File: src/rtl/serial_frame_tx.sv
// serial_frame_tx: serial frame transmitter (1s preamble, MSB-first payload, 0s gap)
// Ports:
//   clk, reset        clock and synchronous active-high reset
//   start, data       frame request and payload, captured when ready=1
//   abort             cut a frame short in PRE/DATA; the gap still runs in full
//   ready, busy       IDLE vs PRE/DATA/GAP
//   x_out             serial line
//   done              one-cycle pulse on the final gap cycle
//   st_idle..st_gap   one-hot state decode
module serial_frame_tx #(
  parameter int WIDTH   = 8,
  parameter int PRE_LEN = 2,
  parameter int GAP_LEN = 1
) (
  input  logic             clk,
  input  logic             reset,
  input  logic             start,
  input  logic [WIDTH-1:0] data,
  input  logic             abort,
  output logic             ready,
  output logic             x_out,
  output logic             busy,
  output logic             done,
  output logic             st_idle,
  output logic             st_pre,
  output logic             st_data,
  output logic             st_gap
);
  localparam int MAXL = (PRE_LEN > WIDTH ? (PRE_LEN > GAP_LEN ? PRE_LEN : GAP_LEN)
                                         : (WIDTH > GAP_LEN ? WIDTH : GAP_LEN));
  localparam int CW = $clog2(MAXL) + 1;
  localparam logic [CW-1:0] PRE_LAST  = CW'(PRE_LEN - 1);
  localparam logic [CW-1:0] DATA_LAST = CW'(WIDTH - 1);
  localparam logic [CW-1:0] GAP_LAST  = CW'(GAP_LEN - 1);

  typedef enum logic [1:0] {S_IDLE, S_PRE, S_DATA, S_GAP} state_t;

  state_t           r_state, w_state_nxt;
  logic [WIDTH-1:0] r_shreg, w_shreg_nxt;
  logic [CW-1:0]    r_cnt, w_cnt_nxt;

  always_ff @(posedge clk) begin
    if (reset) begin
      r_state <= S_IDLE;
      r_shreg <= '0;
      r_cnt   <= '0;
    end else begin
      r_state <= w_state_nxt;
      r_shreg <= w_shreg_nxt;
      r_cnt   <= w_cnt_nxt;
    end
  end

  always_comb begin
    w_state_nxt = r_state;
    w_shreg_nxt = r_shreg;
    w_cnt_nxt   = r_cnt + CW'(1);
    case (r_state)
      S_IDLE: begin
        w_cnt_nxt = '0;
        if (start) begin
          w_state_nxt = S_PRE;
          w_shreg_nxt = data;
        end
      end
      S_PRE: begin
        if (abort || r_cnt == PRE_LAST) begin
          w_state_nxt = abort ? S_GAP : S_DATA;
          w_cnt_nxt   = '0;
        end
      end
      S_DATA: begin
        w_shreg_nxt = r_shreg << 1;
        if (abort || r_cnt == DATA_LAST) begin
          w_state_nxt = S_GAP;
          w_cnt_nxt   = '0;
        end
      end
      default: begin
        if (r_cnt == GAP_LAST) begin
          w_state_nxt = S_IDLE;
          w_cnt_nxt   = '0;
        end
      end
    endcase
  end

  assign st_idle = (r_state == S_IDLE);
  assign st_pre  = (r_state == S_PRE);
  assign st_data = (r_state == S_DATA);
  assign st_gap  = (r_state == S_GAP);
  assign ready   = st_idle;
  assign busy    = ~st_idle;
  assign x_out   = st_pre | (st_data & r_shreg[WIDTH-1]);
  assign done    = st_gap & (r_cnt == GAP_LAST);
endmodule
File: config.mk
export PLATFORM = sky130hd
export DESIGN_NAME = serial_frame_tx
export DESIGN_NICKNAME = d
export VERILOG_FILES = /design/src/rtl/serial_frame_tx.sv
export SDC_FILE = /design/constraint.sdc
export NUM_CORES = 1
export LEC_CHECK = 0
export BUFFER_PORTS_ARGS = -buffer_cell sky130_fd_sc_hd__buf_4
export CAP_MARGIN = 20
export CORE_ASPECT_RATIO = 0.8
export CORE_MARGIN = 4
export CORE_UTILIZATION = 45
export CTS_CLUSTER_SIZE = 30
export DETAILED_ROUTE_END_ITERATION = 10
export GPL_TIMING_DRIVEN = 1
export PLACE_DENSITY = 0.71
export SLEW_MARGIN = 20
export SYNTH_ARGS = -nofsm -noshare
export SYNTH_HDL_FRONTEND = slang
export SYNTH_SLANG_ARGS = --single-unit
File: constraint.sdc
create_clock -name clk -period 2.48 [get_ports clk]
set_clock_uncertainty 0.1 [all_clocks]
set_input_delay 0.496 -clock clk [delete_from_list [all_inputs] [get_ports clk]]
set_output_delay 0.496 -clock clk [all_outputs]
set_load 0.05 [all_outputs]
==> out/results.ini, run 1 <==
[status]
status=completed

[clocking]
h-tree-depth=1
postCtsSetupRepairBufs=0
cts_tree=built
clk_pin_slew_worst_paths_ns=0.07
clock_path_buffers=2
cts_hold_buf=0
cts_buffers=3
clk_latency_ns=0.27
cts_sinks=14
cts-resized-gates=0
cts_root_buf=clkbuf_4

[timing]
worst_pin_slew_ns=0.5313
setup_tns_ns=0
setup_violations=0
fin_crit_sh=0.8626
rsz0062_at_grt=false
max-slew-margin-rel=0.6454
fmax_mhz=467.5
fin_ws_ns=0.3409
drv_slew=0
finalWorstPathRequiredPeriod_ns=2.139
whs_ns=0.3988
final-hold-violation-count=0

[placed_design]
io_buffer_count=19
hpwl_um=1162
place_congestion=0.7092
placed_area_um2=954.7
dp.cells=121
pre_cts_ws_ns=0.4816

[worst_setup_path]
timing.rr.end=r_shreg[0]$_SDFFE_PP0P_
worstSetupPathType=reg -> out
crit_arrival_ns=1.54
worst-path-buf-inv=2
critical_path_required_ns=1.88
rr_worst_depth=6
r2r_setup_slack_ns=0.46
r2r_start=r_state[0]$_SDFFE_PP0P_
critPathLaunchType=flop
endpoint_kind=output port
cpPeakStageDelay_ns=0.43
worstPathCellList=inv_1, ha_1, a21o_1, buf_4
crit_fanout=10
critPathTopFamily=adder cells
critPathSlowestCell=ha_1

[drt]
drc=0
wl_per_cell_um=12.56
drt-total-wl_um=1557
drtPass1Iterations=2
viasPerCell=5.129
ant_nets=0
vias=636
drtIter0Drc=11

[floorplan]
num_io_pins=20
dieArea_um2=2523
die_w_um=55.17
start_util=0.4827
core_area_um2=1659
fp-row-count=13
die_y_um=45.73

[yosys]
syn_area_per_cell_um2=9.648
syn-cell-area_um2=800.8
ys_seq_elements=14
synth.yosys.warnings=0
ys_seq_area_frac=0.3500
synth_fp_nets=102
syn_inst=83
ys_types=26

[finish]
final_area_um2=977.2
mostFrequentLayoutCells=20 x buf_4, 14 x dfxtp_1, 11 x nor2_1
final_common_cell=buf_4
multi_input_area_um2=474.2
layout.nets=123
final_util=0.5890
fin_cells=124
layout-drive-gt1-share=0.2843
syn2layout_area_growth_pct=22.03
fillers=155
antenna_cells=0
regArea_um2=280.3

[min_path]
holdCritPathClass=reg -> reg
hold_end=r_shreg[6]$_SDFFE_PP0P_
holdPathStages=2
hp-start=r_shreg[6]$_SDFFE_PP0P_

[power]
power.share.clock=0.095
switchingPower_mw=0.6343
p_int_mw=0.6352
power_density_nw_per_um2=1299
combPwrFrac=0.636
p_leak_nw=0.4134
finalPower_mw=1.269
p_sw_frac=0.4997
vdd_drop_max_mv=0.5928
p_seq_frac=0.269

[global_route]
grt_max_degree=17
antenna_found_initial=0
grt_pass1_wl_um=2484
track_usage=0.1426
grt_pass1_vias=560
gr-total-overflow=0

[run]
maxCapViolations=0

[cell usage after synthesis]
cell	instances	area, µm²
a211oi_2	1	12.51
dfxtp_1	14	280.3
nand3_1	1	5.000
nor3_1	4	20.02
inv_1	6	22.52
nor4b_2	1	15.01
nor2_2	1	6.260
o32ai_1	1	8.760
ha_1	7	87.58
nor4bb_4	1	25.02
nand2_1	3	11.26
clkbuf_1	1	3.750
buf_4	2	15.01
nor2b_1	2	12.51
xor2_1	1	8.760
nor2_1	11	41.29
nor4_2	1	12.51
buf_2	1	5.000
and3_1	1	6.260
xnor2_1	1	8.760
nand2b_1	2	12.51
a211oi_1	8	60.06
nor3b_1	1	7.510
mux2i_1	9	90.09
a21o_1	1	7.510
mux2_4	1	15.01
[worst max-delay path by stage]
stage	cells past startpoint	startpoint	to	slack, ns
floorplan	4	r_state[0]$_SDFFE_PP0P_	x_out	0.26
global placement	6	r_state[0]$_SDFFE_PP0P_	r_shreg[0]$_SDFFE_PP0P_	0.53
detailed placement	6	r_state[0]$_SDFFE_PP0P_	r_shreg[0]$_SDFFE_PP0P_	0.48
CTS	4	r_state[0]$_SDFFE_PP0P_	x_out	0.33
global route	6	r_state[0]$_SDFFE_PP0P_	r_shreg[0]$_SDFFE_PP0P_	0.24
finish	4	r_state[0]$_SDFFE_PP0P_	x_out	0.34
[worst reg2reg max path, cell delays in order, from the launching register on]
cell	delay, ns
dfxtp_1	0.34
inv_1	0.11
ha_1	0.43
nor2_1	0.14
nor2_2	0.46
o32ai_1	0.18
nor2b_1	0.16
[cells by family after synthesis]
| family | share of synthesized area |
|---|---|
| AND/OR/NAND/NOR | 0.2187 |
| flip-flops | 0.3500 |
| AO/OA/AOI/OAI | 0.1109 |
| buffers and inverters | 0.05779 |
| multiplexers | 0.1312 |
| adder cells (fa/ha/maj) | 0.1094 |
| XOR/XNOR | 0.02188 |
[flip-flops by register name, summed over array words and instances (netlist names)]
name / cells
r_state: 2
r_cnt: 4
r_shreg: 8
[per-layer routing]
metal  GRT usage  wire length, µm  share of wire  vias up
met4     0.04369               19          0.012        0
met5           0                0              0        -
met3     0.07869              107          0.069        4
met2      0.2099              691           0.44       12
li1            -                -              -      329
met1      0.1769              738           0.47      291
[cell type report]
class,count,area share
multi-input cells,59,0.4853
flip-flops and latches,14,0.2868
repair buffers,20,0.1536
well taps,22,0.02817
clock buffers,3,0.02305
inverters,6,0.02305
[power groups by stage]
| stage | Combinational [mW] | Sequential [mW] | Clock, mW |
|---|---|---|---|
| after floorplan | 0.659 | 0.333 | 0 |
| after global placement | 0.801 | 0.339 | 0 |
| after detailed placement | 0.809 | 0.345 | 0 |
| after CTS | 0.811 | 0.340 | 0.129 |
| after global routing | 0.879 | 0.349 | 0.137 |
| final | 0.808 | 0.342 | 0.120 |
No activity file was read; power rests on OpenSTA's default activity.
==> inputs of run 2 (changes only) <==
--- a/config.mk
+++ b/config.mk
@@ -13,7 +13,7 @@
 export CTS_CLUSTER_SIZE = 30
 export DETAILED_ROUTE_END_ITERATION = 10
 export GPL_TIMING_DRIVEN = 1
-export PLACE_DENSITY = 0.71
+export PLACE_DENSITY_LB_ADDON = 0.15
 export SLEW_MARGIN = 20
 export SYNTH_ARGS = -nofsm -noshare
 export SYNTH_HDL_FRONTEND = slang
==> run 2 against run 1 <==
Fmax increased by 2.5%. Die area unchanged. Critical path depth unchanged. Clock-buffer cell count increased by 1. Non-clock buffer count unchanged. Via count decreased by 1.6%. Worst setup slack improved by 0.051 ns. Routed wire length increased by 0.64%. Clock power increased by 35%. Flip-flop and latch count unchanged. Critical path type unchanged. Largest cell class unchanged.
==> out/results.ini, run 2 (synthesis results as in run 1) <==
[status]
status=completed  ; unchanged

[power]
p_leak_nw=0.4206  ; was 0.4134 nW
power.share.clock=0.124  ; was 0.095
power_density_nw_per_um2=1322  ; was 1299 nW/µm²
p_seq_frac=0.257  ; was 0.269
p_sw_frac=0.4901  ; was 0.4997
combPwrFrac=0.619  ; was 0.636
p_int_mw=0.6679  ; was 0.6352 mW
switchingPower_mw=0.6419  ; was 0.6343 mW
vdd_drop_max_mv=0.8720  ; was 0.5928 mV

[clocking]
postCtsSetupRepairBufs=0  ; unchanged
clk_pin_slew_worst_paths_ns=0.08  ; was 0.07 ns
cts_tree=built  ; unchanged
cts_sinks=14  ; unchanged
clock_path_buffers=2  ; unchanged
clk_latency_ns=0.27  ; about the same
h-tree-depth=1  ; unchanged
cts_hold_buf=0  ; unchanged
cts-resized-gates=0  ; unchanged
cts_root_buf=clkbuf_4  ; unchanged
cts_buffers=3  ; unchanged

[drt]
ant_nets=0  ; unchanged
drtPass1Iterations=4  ; was 2
wl_per_cell_um=12.54  ; was 12.56 µm
drt-total-wl_um=1567  ; was 1557 µm
drc=0  ; unchanged
vias=626  ; was 636
viasPerCell=5.008  ; was 5.129
drtIter0Drc=7  ; was 11

[timing]
drv_slew=0  ; unchanged
fmax_mhz=479.0  ; was 467.5 MHz
setup_violations=0  ; unchanged
finalWorstPathRequiredPeriod_ns=2.088  ; was 2.139 ns
fin_crit_sh=0.8419  ; was 0.8626
worst_pin_slew_ns=0.5502  ; was 0.5313 ns
max-slew-margin-rel=0.6328  ; was 0.6454
final-hold-violation-count=0  ; unchanged
rsz0062_at_grt=false  ; unchanged
setup_tns_ns=0  ; unchanged

[worst_setup_path]
critPathLaunchType=flop  ; unchanged
r2r_setup_slack_ns=0.60  ; was 0.46 ns
crit_fanout=9  ; was 10
crit_arrival_ns=1.49  ; was 1.54 ns
critical_path_required_ns=1.88  ; about the same
r2r_start=r_state[0]$_SDFFE_PP0P_  ; unchanged
worstSetupPathType=reg -> out  ; unchanged
timing.rr.end=r_state[0]$_SDFFE_PP0P_  ; was r_shreg[0]$_SDFFE_PP0P_
rr_worst_depth=6  ; unchanged
crit_path_end=st_data  ; was x_out
endpoint_kind=output port  ; unchanged
crit_start=r_state[0]$_SDFFE_PP0P_  ; unchanged

[placed_design]
hpwl_um=1191  ; was 1162 µm
place_congestion=0.7876  ; was 0.7092
io_buffer_count=19  ; unchanged
dp.cells=121  ; unchanged

[finish]
largest_register_ff_count=8  ; unchanged
layout-drive-gt1-share=0.2913  ; was 0.2843
final_util=0.5973  ; was 0.5890
syn2layout_area_growth_pct=23.75  ; was 22.03%
fillers=163  ; was 155
mostFrequentLayoutCells=20 x buf_4, 14 x dfxtp_1, 11 x nor2_1  ; unchanged
fin_cells=125  ; was 124
regMostFlops=r_shreg  ; unchanged
reg_top3=r_shreg x8, r_cnt x4, r_state x2  ; unchanged
layout.nets=123  ; unchanged
antenna_cells=0  ; unchanged
multi_input_area_um2=474.2  ; unchanged
regArea_um2=280.3  ; unchanged
final_common_cell=buf_4  ; unchanged

[floorplan]
core_area_um2=1659  ; unchanged
start_util=0.4827  ; unchanged
die_y_um=45.73  ; unchanged
dieArea_um2=2523  ; unchanged
die_w_um=55.17  ; unchanged
fp-row-count=13  ; unchanged
num_io_pins=20  ; unchanged

[run]
maxCapViolations=0  ; unchanged

[min_path]
holdCritPathClass=in -> reg  ; was reg -> reg

[global_route]
grt_pass1_wl_um=2656  ; was 2484 µm
grt_max_degree=17  ; unchanged
antenna_found_initial=0  ; unchanged
grt_pass1_vias=596  ; was 560
gr-total-overflow=0  ; unchanged
track_usage=0.1515  ; was 0.1426

==> run 2: changes by cell type in the layout (fill, tap and decap cells not counted) <==
cell | before | now
clkbuf_8 | 0 | 1
==> run 2: power by group through the flow <==
| stage | Combinational (mW) | Clock, mW | Sequential [mW] |
|---|---|---|---|
| 2_1_floorplan | 0.659 | 0 | 0.333 |
| 3_3_place_gp | 0.803 | 0 | 0.340 |
| 3_5_place_dp | 0.813 | 0 | 0.342 |
| 4_1_cts | 0.818 | 0.168 | 0.337 |
| 5_1_grt | 0.879 | 0.182 | 0.350 |
| 6_report | 0.811 | 0.162 | 0.336 |
==> run 2: per-layer routing <==
layer | vias to the layer above | global-route usage | part of all wire
li1 | 328 | - | -
met1 | 282 | 0.2211 | 0.50
met2 | 14 | 0.2028 | 0.44
met3 | 2 | 0.02951 | 0.050
met4 | 0 | 0.08738 | 0.0077
met5 | - | 0 | 0
==> run 2: final cells by class <==
type	count	share of cell area
inverter	6	0.02273
multi-input combinational	59	0.4785
timing repair buffer	20	0.1515
tap	22	0.02778
sequential	14	0.2828
clock buffer	4	0.03662
==> run 2: worst max-delay path, stage by stage (launching register included) <==
cell and delay (ns):
dfxtp_1 0.34, inv_1 0.10, ha_1 0.30, buf_4 0.25, buf_4 0.22
==> run 2: per-stage QoR <==
step	area (µm²)	setup slack (ns)	power, mW	hold slack (ns)
CTS	991.0	0.3839	1.323	0.3987
global route	991.0	0.2983	1.411	0.3924
floorplan	800.8	0.2622	0.9911	0.3778
detailed placement	954.7	0.6121	1.155	0.3943
global placement	954.7	0.6183	1.143	0.3864
finish	991.0	0.3922	1.310	0.4053
==> run 2: worst min path at each step <==
stage                            startpoint                       to  slack [ns]  cells past startpoint
finish                                reset  r_shreg[7]$_SDFFE_PP0P_        0.41                      2
global route                          reset  r_shreg[7]$_SDFFE_PP0P_        0.39                      2
CTS                                   reset  r_shreg[7]$_SDFFE_PP0P_        0.40                      2
detailed placement  r_shreg[4]$_SDFFE_PP0P_  r_shreg[4]$_SDFFE_PP0P_        0.39                      2
global placement    r_shreg[2]$_SDFFE_PP0P_  r_shreg[2]$_SDFFE_PP0P_        0.39                      2
floorplan           r_shreg[1]$_SDFFE_PP0P_  r_shreg[1]$_SDFFE_PP0P_        0.38                      2
